## config.mk

```make
export PLATFORM = sky130hd
export DESIGN_NAME = serial_frame_rx
export DESIGN_NICKNAME = d
export VERILOG_FILES = /design/src/rtl/serial_frame_rx.sv
export SDC_FILE = /design/constraint.sdc
export NUM_CORES = 1
export LEC_CHECK = 0
export ABC_AREA = 1
export BUFFER_PORTS_ARGS = -buffer_cell sky130_fd_sc_hd__buf_4
export CAP_MARGIN = 25
export CORE_AREA = 4 4 41 43
export CTS_BUF_LIST = sky130_fd_sc_hd__clkbuf_8
export DETAILED_ROUTE_END_ITERATION = 12
export DIE_AREA = 0 0 45 47
export GPL_TIMING_DRIVEN = 0
export PLACE_DENSITY = 0.75
export SLEW_MARGIN = 10
export SYNTH_ARGS = -nofsm -noshare
export SYNTH_HDL_FRONTEND = slang
export SYNTH_SLANG_ARGS = --single-unit
```

## constraint.sdc

```tcl
create_clock -name Clk -period 2.1 [get_ports Clk]
set_input_delay 0.315 -clock Clk [delete_from_list [all_inputs] [get_ports Clk]]
set_output_delay 0.315 -clock Clk [all_outputs]
set_load 0.1 [all_outputs]
```

## src/rtl/serial_frame_rx.sv

```systemverilog
// Serial frame receiver: start, W data bits LSB first, parity, stop; word and flags registered W+2 cycles after the start edge.
// There is no backpressure: DoutValid pulses for one cycle per frame, and the held outputs change only when a frame completes.
module serial_frame_rx #(
  parameter int DATA_WIDTH = 4,
  parameter int PARITY_ODD = 0
) (
  input  logic                  Clk,
  input  logic                  RstN,
  input  logic                  SerialDin,
  output logic [DATA_WIDTH-1:0] ParallelDout,
  output logic                  DoutValid,
  output logic                  ParityErr,
  output logic                  FrameErr,
  output logic                  Busy
);

  localparam int CW = $clog2(DATA_WIDTH);
  localparam logic [CW-1:0] LAST_BIT = CW'(DATA_WIDTH - 1);
  localparam logic ODD = (PARITY_ODD != 0);

  typedef enum logic [2:0] {
    ST_IDLE,
    ST_DATA,
    ST_PARITY,
    ST_STOP,
    ST_WAIT_IDLE
  } state_t;

  state_t                state_q, state_d;
  logic [CW-1:0]         bitcnt_q, bitcnt_d;
  logic [DATA_WIDTH-1:0] shift_q, shift_d;
  logic                  par_q, par_d;
  logic [DATA_WIDTH-1:0] dout_q, dout_d;
  logic                  vld_q, vld_d;
  logic                  perr_q, perr_d;
  logic                  ferr_q, ferr_d;

  always_comb begin
    state_d  = state_q;
    bitcnt_d = bitcnt_q;
    shift_d  = shift_q;
    par_d    = par_q;
    dout_d   = dout_q;
    vld_d    = 1'b0;
    perr_d   = perr_q;
    ferr_d   = ferr_q;
    case (state_q)
      ST_IDLE: begin
        if (!SerialDin) begin
          state_d  = ST_DATA;
          bitcnt_d = '0;
        end
      end
      ST_DATA: begin
        shift_d[bitcnt_q] = SerialDin;
        bitcnt_d          = bitcnt_q + CW'(1);
        if (bitcnt_q == LAST_BIT) begin
          state_d = ST_PARITY;
        end
      end
      ST_PARITY: begin
        par_d   = SerialDin;
        state_d = ST_STOP;
      end
      ST_STOP: begin
        dout_d  = shift_q;
        perr_d  = ((^shift_q) ^ par_q) != ODD;
        ferr_d  = ~SerialDin;
        vld_d   = 1'b1;
        // A low stop bit means the line may be stuck low; wait for it to recover.
        state_d = SerialDin ? ST_IDLE : ST_WAIT_IDLE;
      end
      ST_WAIT_IDLE: begin
        if (SerialDin) begin
          state_d = ST_IDLE;
        end
      end
      default: state_d = ST_IDLE;
    endcase
  end

  always_ff @(posedge Clk) begin
    if (!RstN) begin
      state_q  <= ST_IDLE;
      bitcnt_q <= '0;
      shift_q  <= '0;
      par_q    <= 1'b0;
      dout_q   <= '0;
      vld_q    <= 1'b0;
      perr_q   <= 1'b0;
      ferr_q   <= 1'b0;
    end else begin
      state_q  <= state_d;
      bitcnt_q <= bitcnt_d;
      shift_q  <= shift_d;
      par_q    <= par_d;
      dout_q   <= dout_d;
      vld_q    <= vld_d;
      perr_q   <= perr_d;
      ferr_q   <= ferr_d;
    end
  end

  assign ParallelDout = dout_q;
  assign DoutValid    = vld_q;
  assign ParityErr    = perr_q;
  assign FrameErr     = ferr_q;
  assign Busy         = (state_q != ST_IDLE);

endmodule

```

==> impl_metrics.json <==
{
  "status": "finished clean",
  "grt_pass1_vias": 621,
  "rows": 13,
  "dp.cells": 122,
  "critPathMaxStageDelay_ns": 0.47,
  "fmax_mhz": 659,
  "avgSynthCellArea_um2": 7.79,
  "wl_per_cell_um": 11.3,
  "rsz0062_at_grt": "false",
  "relSlewSlack_pct": 71.2,
  "drt_iter0_drc": 10,
  "htree_levels": 1,
  "layout.nets": 119,
  "grt_usage_pct": 16.2,
  "placed_area_um2": 850,
  "tightest_slew_ns": 0.432,
  "path_cells": "nor2_1, nand2_1, buf_4",
  "drtAntennaViolNets": 0,
  "finalPower_w": 0.000955,
  "ctsResizeCount": 0,
  "setup.worst_path.start_class": "register",
  "dieHeight_um": 47,
  "cts.path.max_buffers": 2,
  "crit_slowest_cell": "dfxtp_1",
  "hold_path_class": "input pin to register",
  "setup_viol": 0,
  "routed_via_density": 5.28,
  "cp_top_family": "flip-flops",
  "cp-end-kind": "output pin",
  "portBuffers": 10,
  "cts_sinks": 17,
  "totalWireLength_mm": 1.43,
  "die_x_um": 45,
  "fill_cells": 114,
  "yosys.area_share.simple_pct": 24.0,
  "synth-compound-area-share_pct": 16.2,
  "antenna_found_initial": 0,
  "holdWs_ns": 0.342,
  "grt_pass1_wl_mm": 2.51,
  "final_area_um2": 895,
  "core_area_um2": 1300,
  "synth_nets": 104,
  "io_pins": 11,
  "dp_hpwl_mm": 1.10,
  "grt-ovfl-total": 0,
  "ys_seq_elements": 17,
  "path_max_fanout": 5,
  "start_util_pct": 58.1,
  "drv_cap": 0,
  "p_leak_nw": 0.394,
  "layout_min_cycle_time_ns": 1.52,
  "holdBufCountCts": 0,
  "synth_cell_type_count": 15,
  "cts_tree": "done",
  "skew_ns": 0.00117,
  "post_cts_buffers": 0,
  "power.density_nw_per_um2": 1070,
  "numCtsBuffers": 3,
  "final_cell_count_no_fill": 126,
  "antenna_cells": 0,
  "criticalPathCategory": "register to output pin",
  "drc": 0,
  "synth-seq-area-share_pct": 45.0,
  "drv_slew": 0,
  "grt_max_degree": 11,
  "synth_top_family_by_area": "simple AND/OR/NAND/NOR gates",
  "ys_warn_count": 0,
  "synth_area_um2": 756,
  "gp_congestion": 0.734,
  "clkLatencyLatePin_ns": 0.25,
  "multiInputGateArea_um2": 363,
  "tns_ns": 0,
  "synthXorXnorAreaFrac_pct": 1.16,
  "required_ns": 1.78,
  "synth_fa_ha_area_share_pct": 6.62,
  "dr.pass1.iters": 4,
  "rrSetupSlack_ns": 0.83,
  "critPathArrivalTime_ns": 1.20,
  "hold_viol": 0,
  "period_share_pct": 72.2,
  "drive_above_1_share_pct": 14.4,
  "vdd_drop_max_mv": 0.664,
  "die_area_um2": 2120,
  "seq_area_um2": 340,
  "num_vias": 665,
  "critPathBufInv": 1,
  "area_growth_pct": 18.4,
  "syn_inst": 97,
  "cts.clk_slew.worst_paths_ns": 0.06,
  "synth_mux_area_share_pct": 0,
  "ctsRootBufferMaster": "clkbuf_8"
}
## layout make-up
cell class / count / share of cell area (%)
tap: 15 / 2.10
inverter: 13 / 5.45
buffer: 1 / 0.420
sequential: 17 / 38.0
multi-input combinational: 66 / 40.6
clock buffer: 3 / 4.62
clock inverter: 1 / 0.420
timing repair buffer: 10 / 8.39
## where the power goes
part / internal [W] / leakage [nW] / total (W) / switching, W
Clock: 0.000129 / 0.0269 / 0.000232 / 0.000102
Combinational: 0.0000872 / 0.229 / 0.000338 / 0.000250
Sequential: 0.000358 / 0.138 / 0.000385 / 0.0000275
## metrics by stage
step | setup WS [ns] | util (%)
floorplan | 0.577 | -
global placement | 0.851 | 65.3
detailed placement | 0.811 | 65.3
CTS | 0.578 | 68.8
global route | 0.519 | 68.8
finish | 0.583 | 68.8
## routing by layer
| metal | share of wire, % | up-vias | GRT usage, % |
|---|---|---|---|
| li1 | - | 345 | - |
| met4 | 1.1 | 0 | 5.26 |
| met1 | 44 | 307 | 20.0 |
| met2 | 51 | 11 | 28.0 |
| met3 | 3.4 | 2 | 3.45 |
| met5 | 0 | - | 0 |
## cell usage after synthesis
library cell	count	area share, %
nor3_4	2	4.3
inv_1	12	6.0
nand3_1	5	3.3
o21a_1	2	2.0
dfxtp_1	17	45
clkbuf_1	1	0.50
o21ai_0	8	5.3
nor2_1	9	4.5
nand4_1	3	2.5
inv_2	1	0.50
xnor2_1	1	1.2
nand2_1	19	9.4
a21oi_1	12	7.9
a211oi_1	1	0.99
ha_1	4	6.6
## logic make-up after synthesis
logic type	after synthesis
simple gates	38
compound gates	23
flops	17
buf+inv	14
fa+ha+maj	4
xor+xnor	1
## worst register-to-register path, delay by kind of cell (launching register included)
kind | cells | cell delay (ns)
and+or+nand+nor | 3 | 0.50
DFF | 1 | 0.43
buffers and inverters | 2 | 0.23
## cell usage in the layout (no fill, tap or decap)
cell	count
nand2_1	19
dfxtp_1	17
inv_1	13
a21oi_1	12
buf_4	10
nor2_1	9
o21ai_0	8
nand3_1	5
ha_1	4
nand4_1	3
clkbuf_8	3
nor3_4	2
o21a_1	2
inv_2	1
clkbuf_1	1
a211oi_1	1
xnor2_1	1
## state kept, by name, indices dropped and copies added (netlist names)
register	flops
DoutValid	1
state_q	3
bitcnt_q	2
shift_q	4
FrameErr	1
ParallelDout	4
par_q	1
ParityErr	1
## path summary, 6_finish.rpt
check             start              end  cells after the start
min reg2reg    FrameErr         FrameErr                      2
min           SerialDin       shift_q[1]                      2
max          state_q[2]             Busy                      3
max reg2reg  state_q[1]  ParallelDout[3]                      5
No activity file was read; power rests on OpenSTA's default activity.
